==> config.mk <==
export PLATFORM = sky130hd
export DESIGN_NAME = ising_run_ctrl_flat
export DESIGN_NICKNAME = d
export VERILOG_FILES = /design/src/rtl/ising_run_ctrl_if.sv /design/src/rtl/ising_run_ctrl.sv /design/src/flat_wrapper.sv
export SDC_FILE = /design/constraint.sdc
export NUM_CORES = 1
export LEC_CHECK = 0
export BUFFER_PORTS_ARGS = -buffer_cell sky130_fd_sc_hd__buf_2
export CAP_MARGIN = 30
export CORE_MARGIN = 2
export CORE_UTILIZATION = 58
export CTS_CLUSTER_SIZE = 24
export DETAILED_ROUTE_END_ITERATION = 6
export GPL_ROUTABILITY_DRIVEN = 0
export PLACE_DENSITY = 0.8
export SYNTH_ARGS = -nofsm -noshare
export SYNTH_HDL_FRONTEND = slang
export SYNTH_SLANG_ARGS = --single-unit
==> constraint.sdc <==
create_clock -name clk -period 3.45 [get_ports clk]
set_input_delay 0.5175 -clock clk [delete_from_list [all_inputs] [get_ports clk]]
set_output_delay 0.5175 -clock clk [all_outputs]
set_load 0.02 [all_outputs]
==> src/rtl/ising_run_ctrl_if.sv <==
// ---------------------------------------------------------------------------
// ising_run_ctrl_if
//   Register bus shared with the coupling-weight matrix: one write per cycle
//   while wready is high, and a read address whose data comes back registered
//   one cycle later.
//
//   wready   : write strobe
//   wr_addr  : write address, block select in [31:24], word offset in [11:2]
//   wdata    : write data
//   rd_addr  : read address, same decoding as wr_addr
//   rdata    : read data, valid the cycle after rd_addr is presented
//
//   master : software / bus bridge side
//   slave  : register block side
// ---------------------------------------------------------------------------
interface ising_run_ctrl_if;
    logic        wready;
    logic [31:0] wr_addr;
    logic [31:0] wdata;
    logic [31:0] rd_addr;
    logic [31:0] rdata;

    modport master (
        output wready,
        output wr_addr,
        output wdata,
        output rd_addr,
        input  rdata
    );

    modport slave (
        input  wready,
        input  wr_addr,
        input  wdata,
        input  rd_addr,
        output rdata
    );
endinterface

==> src/rtl/ising_run_ctrl.sv <==
// ---------------------------------------------------------------------------
// ising_run_ctrl
//   Run controller and spin sampler for one N-spin coupled-oscillator core.
//   Software writes the phase lengths and then GO. The block holds the core in
//   reset, lets it anneal, samples the synchronized spins and latches the
//   result into readable registers. It then pulses done_irq.
//
//   Optional feature macro: MAJORITY_VOTE_EN
//     defined   : NUM_SAMPLES samples are taken and each result bit is a
//                 strict majority vote (ties give 0)
//     undefined : a single sample is taken and NUM_SAMPLES reads 0
//
//   Register map (addr[31:24] == CTRL_ADDR_MASK, word offset addr[11:2]):
//     0x000 CTRL        W  bit0 GO, bit1 ABORT (self-clearing)
//     0x004 STATUS      R  bit0 busy, bit1 done (sticky)
//     0x008 RESET_CYC   RW
//     0x00C RUN_CYC     RW
//     0x010 NUM_SAMPLES RW (vote build only)
//     0x014 SAMPLE_GAP  RW
//     0x018 RUN_COUNT   R  completed runs
//     0x100+4k RESULT k R  spins [32k+31:32k]
//
//   Ports:
//     clk        : system clock
//     axi_rst    : synchronous active-high reset
//     bus        : register bus (slave modport)
//     spin_in    : raw core spins, asynchronous to clk
//     ising_rstn : core reset, active-low
//     start      : core start
//     busy       : run in progress (state not IDLE)
//     done_irq   : one-cycle pulse at run completion
// ---------------------------------------------------------------------------
module ising_run_ctrl #(
    parameter int         N              = 8,
    parameter int         COUNT_W        = 24,
    parameter int         SAMPLE_W       = 4,
    parameter logic [7:0] CTRL_ADDR_MASK = 8'h02
) (
    input  logic                   clk,
    input  logic                   axi_rst,
    ising_run_ctrl_if.slave        bus,
    input  logic [N-1:0]           spin_in,
    output logic                   ising_rstn,
    output logic                   start,
    output logic                   busy,
    output logic                   done_irq
);

    localparam int WORDS = (N + 31) / 32;

    localparam logic [9:0] OFF_CTRL   = 10'h000;
    localparam logic [9:0] OFF_STATUS = 10'h001;
    localparam logic [9:0] OFF_RESET  = 10'h002;
    localparam logic [9:0] OFF_RUN    = 10'h003;
    localparam logic [9:0] OFF_NSAMP  = 10'h004;
    localparam logic [9:0] OFF_GAP    = 10'h005;
    localparam logic [9:0] OFF_COUNT  = 10'h006;
    localparam logic [9:0] OFF_RESULT = 10'h040;

    typedef enum logic [2:0] {
        ST_IDLE,
        ST_RESET,
        ST_RUN,
        ST_SAMPLE,
        ST_DONE
    } state_t;

    state_t state_reg;
    state_t state_next;

    // ------------------------------------------------------------------
    // Bus decode
    // ------------------------------------------------------------------
    logic       wr_sel;
    logic [9:0] wr_off;
    logic       rd_sel;
    logic [9:0] rd_off;
    logic       go_cmd;
    logic       abort_cmd;
    logic       unused_bus_bits;

    assign wr_sel = bus.wready && (bus.wr_addr[31:24] == CTRL_ADDR_MASK);
    assign wr_off = bus.wr_addr[11:2];
    assign rd_sel = (bus.rd_addr[31:24] == CTRL_ADDR_MASK);
    assign rd_off = bus.rd_addr[11:2];

    // ABORT in the same write as GO wins, so GO is only seen without ABORT.
    assign abort_cmd = wr_sel && (wr_off == OFF_CTRL) && bus.wdata[1];
    assign go_cmd    = wr_sel && (wr_off == OFF_CTRL) && bus.wdata[0] && !bus.wdata[1];

    assign unused_bus_bits = ^{bus.wr_addr[23:12], bus.wr_addr[1:0],
                               bus.rd_addr[23:12], bus.rd_addr[1:0], bus.wdata};

    // ------------------------------------------------------------------
    // Software-visible configuration
    // ------------------------------------------------------------------
    logic [COUNT_W-1:0]  reset_cyc_reg;
    logic [COUNT_W-1:0]  run_cyc_reg;
    logic [COUNT_W-1:0]  sample_gap_reg;
    logic [SAMPLE_W-1:0] samples_cfg;     // effective S for the next GO
`ifdef MAJORITY_VOTE_EN
    logic [SAMPLE_W-1:0] num_samples_reg;
    assign samples_cfg = (num_samples_reg == '0) ? SAMPLE_W'(1) : num_samples_reg;
`else
    assign samples_cfg = SAMPLE_W'(1);
`endif

    always_ff @(posedge clk) begin
        if (axi_rst) begin
            reset_cyc_reg   <= '0;
            run_cyc_reg     <= '0;
            sample_gap_reg  <= '0;
`ifdef MAJORITY_VOTE_EN
            num_samples_reg <= '0;
`endif
        end else if (wr_sel) begin
            case (wr_off)
                OFF_RESET: reset_cyc_reg  <= bus.wdata[COUNT_W-1:0];
                OFF_RUN:   run_cyc_reg    <= bus.wdata[COUNT_W-1:0];
                OFF_GAP:   sample_gap_reg <= bus.wdata[COUNT_W-1:0];
`ifdef MAJORITY_VOTE_EN
                OFF_NSAMP: num_samples_reg <= bus.wdata[SAMPLE_W-1:0];
`endif
                default: ;
            endcase
        end
    end

    // ------------------------------------------------------------------
    // Spin synchronizer (2 flops)
    // ------------------------------------------------------------------
    logic [N-1:0] spin_meta_reg;
    logic [N-1:0] spin_sync_reg;

    always_ff @(posedge clk) begin
        if (axi_rst) begin
            spin_meta_reg <= '0;
            spin_sync_reg <= '0;
        end else begin
            spin_meta_reg <= spin_in;
            spin_sync_reg <= spin_meta_reg;
        end
    end

    // ------------------------------------------------------------------
    // Phase sequencing
    // ------------------------------------------------------------------
    // Configuration is snapshotted at GO so that writes during a run only
    // affect the next one; each phase counter loads on entry and counts
    // down to zero (a zero length is treated as one cycle).
    logic [COUNT_W-1:0]  phase_cnt_reg;
    logic [COUNT_W-1:0]  run_len_reg;
    logic [COUNT_W-1:0]  gap_len_reg;
    logic [SAMPLE_W-1:0] samples_reg;
    logic [SAMPLE_W-1:0] samp_left_reg;
    logic                take_sample;
    logic                last_sample;
    logic                sample_entry;

    function automatic logic [COUNT_W-1:0] len_to_cnt(input logic [COUNT_W-1:0] v);
        return (v == '0) ? '0 : v - COUNT_W'(1);
    endfunction

    assign take_sample  = (state_reg == ST_SAMPLE) && (phase_cnt_reg == '0);
    assign last_sample  = take_sample && (samp_left_reg == SAMPLE_W'(1));
    assign sample_entry = (state_reg == ST_RUN) && (state_next == ST_SAMPLE);

    always_ff @(posedge clk) begin
        if (axi_rst) begin
            phase_cnt_reg <= '0;
            run_len_reg   <= '0;
            gap_len_reg   <= '0;
            samples_reg   <= '0;
            samp_left_reg <= '0;
        end else begin
            case (state_reg)
                ST_IDLE: begin
                    if (go_cmd) begin
                        phase_cnt_reg <= len_to_cnt(reset_cyc_reg);
                        run_len_reg   <= len_to_cnt(run_cyc_reg);
                        gap_len_reg   <= sample_gap_reg;
                        samples_reg   <= samples_cfg;
                    end
                end
                ST_RESET: begin
                    phase_cnt_reg <= (phase_cnt_reg == '0) ? run_len_reg
                                                           : phase_cnt_reg - COUNT_W'(1);
                end
                ST_RUN: begin
                    if (phase_cnt_reg == '0) begin
                        // First sample lands on the first SAMPLE cycle.
                        samp_left_reg <= samples_reg;
                    end else begin
                        phase_cnt_reg <= phase_cnt_reg - COUNT_W'(1);
                    end
                end
                ST_SAMPLE: begin
                    if (phase_cnt_reg != '0) begin
                        phase_cnt_reg <= phase_cnt_reg - COUNT_W'(1);
                    end else if (!last_sample) begin
                        phase_cnt_reg <= gap_len_reg;
                        samp_left_reg <= samp_left_reg - SAMPLE_W'(1);
                    end
                end
                default: ;
            endcase
        end
    end

    // ------------------------------------------------------------------
    // FSM: state register
    // ------------------------------------------------------------------
    always_ff @(posedge clk) begin
        if (axi_rst) begin
            state_reg <= ST_IDLE;
        end else begin
            state_reg <= state_next;
        end
    end

    // ------------------------------------------------------------------
    // FSM: next state
    // ------------------------------------------------------------------
    always_comb begin
        state_next = state_reg;
        case (state_reg)
            ST_IDLE: begin
                if (go_cmd) state_next = ST_RESET;
            end
            ST_RESET: begin
                if (abort_cmd)                 state_next = ST_IDLE;
                else if (phase_cnt_reg == '0)  state_next = ST_RUN;
            end
            ST_RUN: begin
                if (abort_cmd)                 state_next = ST_IDLE;
                else if (phase_cnt_reg == '0)  state_next = ST_SAMPLE;
            end
            ST_SAMPLE: begin
                if (abort_cmd)                 state_next = ST_IDLE;
                else if (last_sample)          state_next = ST_DONE;
            end
            ST_DONE: begin
                state_next = ST_IDLE;
            end
            default: begin
                state_next = ST_IDLE;
            end
        endcase
    end

    // ------------------------------------------------------------------
    // FSM: outputs
    // ------------------------------------------------------------------
    // The core keeps running through DONE; only IDLE and RESET hold it.
    always_comb begin
        ising_rstn = 1'b0;
        start      = 1'b0;
        busy       = 1'b0;
        done_irq   = 1'b0;
        case (state_reg)
            ST_RUN, ST_SAMPLE: begin
                ising_rstn = 1'b1;
                start      = 1'b1;
                busy       = 1'b1;
            end
            ST_DONE: begin
                ising_rstn = 1'b1;
                start      = 1'b1;
                busy       = 1'b1;
                done_irq   = 1'b1;
            end
            ST_RESET: begin
                busy       = 1'b1;
            end
            default: ;
        endcase
    end

    // ------------------------------------------------------------------
    // Sample accumulation
    // ------------------------------------------------------------------
    logic [N-1:0] capture_bits;

`ifdef MAJORITY_VOTE_EN
    logic [N-1:0][SAMPLE_W-1:0] vote_cnt_reg;

    always_ff @(posedge clk) begin
        if (axi_rst || sample_entry) begin
            vote_cnt_reg <= '0;
        end else if (take_sample) begin
            for (int i = 0; i < N; i++) begin
                if (spin_sync_reg[i]) vote_cnt_reg[i] <= vote_cnt_reg[i] + SAMPLE_W'(1);
            end
        end
    end

    // Strict majority: 2*count > S, so ties resolve to 0.
    for (genvar gi = 0; gi < N; gi++) begin : g_vote
        assign capture_bits[gi] = ({vote_cnt_reg[gi], 1'b0} > {1'b0, samples_reg});
    end
`else
    logic [N-1:0] sample_reg;
    logic         unused_sample_entry;

    assign unused_sample_entry = sample_entry;

    always_ff @(posedge clk) begin
        if (axi_rst) begin
            sample_reg <= '0;
        end else if (take_sample) begin
            sample_reg <= spin_sync_reg;
        end
    end

    assign capture_bits = sample_reg;
`endif

    // ------------------------------------------------------------------
    // Completion: results, sticky done, run counter
    // ------------------------------------------------------------------
    logic [N-1:0]  result_reg;
    logic          done_reg;
    logic [31:0]   run_count_reg;

    // DONE always completes once entered; ABORT only matters before it.
    always_ff @(posedge clk) begin
        if (axi_rst) begin
            result_reg    <= '0;
            done_reg      <= 1'b0;
            run_count_reg <= '0;
        end else if (state_reg == ST_DONE) begin
            result_reg    <= capture_bits;
            done_reg      <= 1'b1;
            run_count_reg <= run_count_reg + 32'd1;
        end else if ((state_reg == ST_IDLE) && go_cmd) begin
            done_reg      <= 1'b0;
        end
    end

    // ------------------------------------------------------------------
    // Read path (registered)
    // ------------------------------------------------------------------
    logic [WORDS*32-1:0] result_pad;
    logic [31:0]         result_words [WORDS];
    logic [31:0]         rdata_next;
    logic [31:0]         rdata_reg;

    assign result_pad = (WORDS*32)'(result_reg);

    for (genvar gi = 0; gi < WORDS; gi++) begin : g_words
        assign result_words[gi] = result_pad[gi*32 +: 32];
    end

    always_comb begin
        rdata_next = '0;
        if (rd_sel) begin
            case (rd_off)
                OFF_STATUS: rdata_next = {30'd0, done_reg, busy};
                OFF_RESET:  rdata_next = 32'(reset_cyc_reg);
                OFF_RUN:    rdata_next = 32'(run_cyc_reg);
`ifdef MAJORITY_VOTE_EN
                OFF_NSAMP:  rdata_next = 32'(num_samples_reg);
`endif
                OFF_GAP:    rdata_next = 32'(sample_gap_reg);
                OFF_COUNT:  rdata_next = run_count_reg;
                default: begin
                    for (int k = 0; k < WORDS; k++) begin
                        if (rd_off == OFF_RESULT + 10'(k)) rdata_next = result_words[k];
                    end
                end
            endcase
        end
    end

    always_ff @(posedge clk) begin
        if (axi_rst) begin
            rdata_reg <= '0;
        end else begin
            rdata_reg <= rdata_next;
        end
    end

    assign bus.rdata = rdata_reg;

endmodule

==> src/flat_wrapper.sv <==
// flat-port wrapper written by rule: the top's interface ports become plain ports
module ising_run_ctrl_flat 
#(
    parameter int         N              = 8,
    parameter int         COUNT_W        = 24,
    parameter int         SAMPLE_W       = 4,
    parameter logic [7:0] CTRL_ADDR_MASK = 8'h02
)
  (clk, axi_rst, spin_in, ising_rstn, start, busy, done_irq, bus_wready, bus_wr_addr, bus_wdata, bus_rd_addr, bus_rdata);
  ising_run_ctrl_if bus_i ();
  input  logic clk;
  input  logic axi_rst;
  input  logic [N-1:0] spin_in;
  output logic ising_rstn;
  output logic start;
  output logic busy;
  output logic done_irq;
  input wire logic [$bits(bus_i.wready)-1:0] bus_wready;
  input wire logic [$bits(bus_i.wr_addr)-1:0] bus_wr_addr;
  input wire logic [$bits(bus_i.wdata)-1:0] bus_wdata;
  input wire logic [$bits(bus_i.rd_addr)-1:0] bus_rd_addr;
  output wire logic [$bits(bus_i.rdata)-1:0] bus_rdata;
  assign bus_i.wready = bus_wready;
  assign bus_i.wr_addr = bus_wr_addr;
  assign bus_i.wdata = bus_wdata;
  assign bus_i.rd_addr = bus_rd_addr;
  assign bus_rdata = bus_i.rdata;
  ising_run_ctrl #(.N(N), .COUNT_W(COUNT_W), .SAMPLE_W(SAMPLE_W), .CTRL_ADDR_MASK(CTRL_ADDR_MASK)) u_core (.clk(clk), .axi_rst(axi_rst), .bus(bus_i), .spin_in(spin_in), .ising_rstn(ising_rstn), .start(start), .busy(busy), .done_irq(done_irq));
endmodule
**Word level (Yosys, flattened, before mapping)**

Cells that the tools add are included.
W data, S select, Z words.

- Register bits after elaboration: 249
- Bits of input ports: 107
- Output and inout port bits: 36
- Word-level logic and storage cells: 102

- Add/sub/neg operators: 5
- Equal/unequal tests: 25
- Mux-type cells: 27
- Bitwise gates (word level): 1
- Reductions and logical operators: 28

Operators by type and width:

| cell | number |
|---|---|
| $mux W24 | 7 |
| $pmux W32 S5 | 1 |
| $pmux W24 S4 | 1 |
| $logic_not A24 Y1 | 3 |
| $sub A24 B1 Y24 const B | 3 |
| $eq A10 B2 Y1 const B | 4 |
| $add A32 B1 Y32 const B | 1 |
| $eq A10 B3 Y1 const B | 3 |
| $reduce_bool A24 Y1 | 1 |
| $mux W3 | 7 |
| $eq A8 B2 Y1 const B | 2 |
| $mux W4 | 3 |
| $pmux W3 S4 | 1 |
| $reduce_and A4 Y1 | 3 |
| $eq A10 B1 Y1 const B | 1 |
| $eq A10 B7 Y1 const B | 1 |
| $logic_not A10 Y1 | 1 |
| $ne A3 B1 Y1 const B | 3 |
| $logic_and A1 B1 Y1 | 8 |
| $mux W8 | 1 |
| $pmux W4 S2 | 1 |
| $reduce_and A2 Y1 | 4 |
| $eq A3 B2 Y1 const B | 2 |
| $ne A2 B2 Y1 const B | 3 |
| other kinds (15) | 21 |

**Logic depth before layout (Yosys ltp)**

- Depth in word-level cells: 8
- Depth in mapped cells: 10

**Worst setup path before layout**

OpenSTA, ideal clock, no wires.

- Path kind: register to register
- Start: register u_core.phase_cnt_reg[4]
- End: register u_core.phase_cnt_reg[20]
- Setup time: 85 ps
- Arrival time: 2592 ps
- Data required time: 3365 ps
- Setup slack: 774 ps
- Stages on the path, launching flop included: 10
- Buffers on the path: 3
- Path through: dfxtp_1 -> or4_1 -> buf_2 -> or4_4 -> or4b_1 -> buf_6 -> buf_6 -> o32ai_2 -> a21oi_1 -> o31ai_2

- Word-level cells in the longest chain between the ends: 5
- Elaborated cells on any way between the ends: 12

RTL lines:

| what | line | text |
|---|---|---|
| from (decl) | ising_run_ctrl.sv:151 | `logic [COUNT_W-1:0] phase_cnt_reg;` |
| from (signal assigned) | ising_run_ctrl.sv:179 | `phase_cnt_reg <= len_to_cnt(reset_cyc_reg);` |
| from (signal assigned) | ising_run_ctrl.sv:186 | `phase_cnt_reg <= (phase_cnt_reg == '0) ? run_len_reg` |
| from (signal assigned) | ising_run_ctrl.sv:194 | `phase_cnt_reg <= phase_cnt_reg - COUNT_W'(1);` |
| branches (longest 5 deep; another with $sub A24 B1 Y24) | n/a |  |

Several ways; the timed one is not identified. The select of a mux whose other input is x is not followed.
A chain may end at the register's enable or synchronous reset.

**Worst setup path in the final report**

- Start: register u_core.phase_cnt_reg[4]
- End: register u_core.phase_cnt_reg[12]

Same word-level chain as after synthesis.

==> impl_metrics.yaml <==
worst_setup_path:
  crit_family: "simple AND/OR/NAND/NOR gates"
  start_kind: "register"
  worstPathArrival_ns: 3.46
  crit_path_max_incr_delay_ns: 0.67
  crit_fanout: 19
  path_buf_inv: 1
  worstSetupEndpointType: "register"
  required_ns: 3.90
  crit_type: "register to register"
  path_cells: "or4_1 > or4_4 > or4b_1 > buf_4 > nor2_2 > a32oi_1 > a31oi_1"
  cp_slowest_cell: "or4_1"
timing:
  maxSlewHeadroom_pct: 34.6
  tightest_slew_ns: 0.979
  drv_slew: 0
  setup-tns-final_ns: 0
  rsz0062_at_grt: "false"
  clock_skew_ns: 0.0119
  hold_violations: 0
  setup_viol: 0
  fmax_mhz: 332
  finalCritPeriodShare_pct: 87.4
  fin_crit_ns: 3.01
final_layout:
  drive_gt1_share_pct: 14.1
  syn_to_final_growth_pct: 15.1
  fin_cells: 1772
  layout.nets: 1602
  fillCellCount: 1537
  diodes: 0
floorplan:
  die_height_um: 144
  ioPinCount: 143
  die-area_mm2: 0.0206
  num_rows: 51
  start_util_pct: 58.5
  core_mm2: 0.0193
  chipWidth_um: 144
clock_network:
  cts-resized-gates: 0
  cts_buffer_depth: 3
  cts_buffers: 26
  cts.sinks: 249
  clk_latency_ns: 0.53
  cts_max_level: 1
  path_clk_slew_ns: 0.06
  cts_post_setup_buffers_inserted: 0
  hold_buffers: 0
  cts_tree: "built"
  cts_root_buffer: "clkbuf_16"
detailed_routing:
  antenna_left: 0
  drt-pass1-iter-count: 7
  vias: 10800
  dr.first_iter.drc_count: 1167
  wl_per_cell_um: 18.1
  wl_um: 32000
  viasPerCell: 6.10
  drcViolationCount: 0
synth:
  synthArstFlopShare_pct: 0
  synth_area_mm2: 0.0113
  yosysSeqAreaShare_pct: 44.0
  syn_avg_cell_area_um2: 8.04
  ys_seq_elements: 249
  synth_cell_types: 73
  netlist_instances: 1407
  synth.net_count: 1521
  synth_enable_flop_cells: 0
  yosysWarnings: 0
  ys.flop_type: "dfxtp_1"
outcome:
  status: "completed"
global_route:
  grt.busiest_layer: "met2"
  antenna_found_initial: 0
  grt.met2_usage_pct: 50.9
  gr-usage-all-layers_pct: 30.8
  grt_pass1_vias: 10200
  grtUsageMet1_pct: 42.4
  grt_pass1_wl_um: 51400
  use_met3_pct: 4.70
  grt_max_degree: 129
  overflow: 0
power:
  ir_worst_vdd_uv: 369
  power.density_mw_per_mm2: 457
  p_leak_nw: 4.80
flow_run:
  cap_violations: 0
placed_design:
  place_hpwl_um: 21900
  dp.cells: 1725
  portBuffers: 106
min_path:
  min_path_type: "input pin to register"
==> power breakdown <==
part	switching, W	internal, W
sequential	0.00000188	0.00288
clock	0.00116	0.00179
combinational	0.0000755	0.0000424
==> area by class of cell <==
cell class / instances / area (µm²) / share of cell area, %
well taps: 265 / 332 / 2.54
inverters: 19 / 71.3 / 0.547
flip-flops and latches: 249 / 4980 / 38.2
multi-input cells: 1047 / 5900 / 45.2
clock buffers: 34 / 732 / 5.62
clock inverters: 13 / 175 / 1.34
repair buffers: 145 / 842 / 6.46
==> synth_stat cells (3+ instances only) <==
| cell type | count | area share, % |
|---|---|---|
| a22o_1 | 8 | 0.62 |
| mux2i_1 | 19 | 1.7 |
| and4_1 | 7 | 0.54 |
| and2_1 | 5 | 0.28 |
| ha_1 | 7 | 0.77 |
| or4b_2 | 3 | 0.27 |
| or2_2 | 5 | 0.28 |
| nor2b_1 | 21 | 1.2 |
| a31oi_1 | 6 | 0.33 |
| nor3b_1 | 6 | 0.40 |
| xnor2_1 | 35 | 2.7 |
| nor4_1 | 23 | 1.3 |
| nand4_1 | 11 | 0.61 |
| xor2_1 | 39 | 3.0 |
| o32ai_1 | 3 | 0.23 |
| buf_1 | 5 | 0.17 |
| a221oi_1 | 6 | 0.46 |
| o22ai_2 | 5 | 0.55 |
| nor3_1 | 27 | 1.2 |
| o211ai_1 | 5 | 0.33 |
| dfxtp_1 | 249 | 44 |
| a32o_1 | 3 | 0.27 |
| a21oi_1 | 187 | 8.3 |
| nand2b_1 | 5 | 0.28 |
| o31ai_1 | 7 | 0.46 |
| o22a_1 | 3 | 0.23 |
| nand2_1 | 307 | 10 |
| nor4b_1 | 5 | 0.39 |
| nand3b_1 | 6 | 0.40 |
| nand3_1 | 20 | 0.88 |
| inv_1 | 18 | 0.60 |
| a211oi_1 | 4 | 0.27 |
| o31a_1 | 3 | 0.23 |
| buf_2 | 7 | 0.31 |
| or4_1 | 10 | 0.66 |
| clkbuf_1 | 77 | 2.6 |
| o21ai_1 | 3 | 0.13 |
| nor4bb_1 | 3 | 0.27 |
| nor2_1 | 79 | 2.6 |
| or3_1 | 17 | 0.94 |
| and3b_1 | 3 | 0.23 |
| and3_1 | 16 | 0.88 |
| a22oi_1 | 44 | 2.9 |
| o21ai_0 | 49 | 2.2 |
==> metal layers <==
layer  part of all wire (%)  routed length, µm  up-vias
met5                      0                  0        -
met4                    2.0                627        0
met3                    9.4               3000       61
met2                     47              15000      559
met1                     42              13400     5103
li1                       -                  -     5085
==> through the flow <==
| step | total power [W] | cell area [µm²] | setup slack [ns] | hold slack [ns] | utilization (%) |
|---|---|---|---|---|---|
| 2_1_floorplan | 0.00300 | 11300 | 0.774 | 0.414 | - |
| 3_3_place_gp | 0.00306 | 12100 | 0.487 | 0.423 | 62.7 |
| 3_5_place_dp | 0.00306 | 12100 | 0.481 | 0.428 | 62.7 |
| 4_1_cts | 0.00598 | 13000 | 0.466 | 0.200 | 67.4 |
| 5_1_grt | 0.00609 | 13000 | 0.307 | 0.210 | 67.4 |
| 6_report | 0.00595 | 13000 | 0.436 | 0.205 | 67.4 |
==> cell usage in the layout, fill, tap and decap left out, types with 17 or more instances in the layout <==
master,n
a21oi_1,187
a22oi_1,44
buf_2,105
buf_4,38
clkbuf_16,27
dfxtp_1,249
inv_1,18
mux2i_1,19
nand2_1,307
nand3_1,20
nor2_1,79
nor2b_1,21
nor3_1,27
nor4_1,22
o21ai_0,49
or3_1,17
xnor2_1,35
xor2_1,39
==> final timing paths <==
kind	start	to	slack [ns]	cells after the start
worst max-delay path	u_core.phase_cnt_reg[4]$_SDFFE_PP0P_	u_core.phase_cnt_reg[12]$_SDFFE_PP0P_	0.44	7
worst min-delay path	spin_in[2]	u_core.spin_meta_reg[2]$_SDFF_PP0_	0.20	2
worst max register to register	u_core.phase_cnt_reg[4]$_SDFFE_PP0P_	u_core.phase_cnt_reg[12]$_SDFFE_PP0P_	0.44	7
worst min register to register	u_core.spin_meta_reg[0]$_SDFF_PP0_	u_core.spin_sync_reg[0]$_SDFF_PP0_	0.44	1
==> logic make-up (layout without fill, tap and decap cells) <==
logic type	count (synthesis)	after routing	synth area share [%]
buffers and inverters	111	211	3.92
AO/OA/AOI/OAI	358	358	19.3
XOR/XNOR	74	74	5.73
adder cells (fa/ha/maj)	7	7	0.774
flip-flops	249	249	44.0
multiplexers	19	19	1.68
AND/OR/NAND/NOR	589	589	24.5
Power figures use the tool's default switching activity.
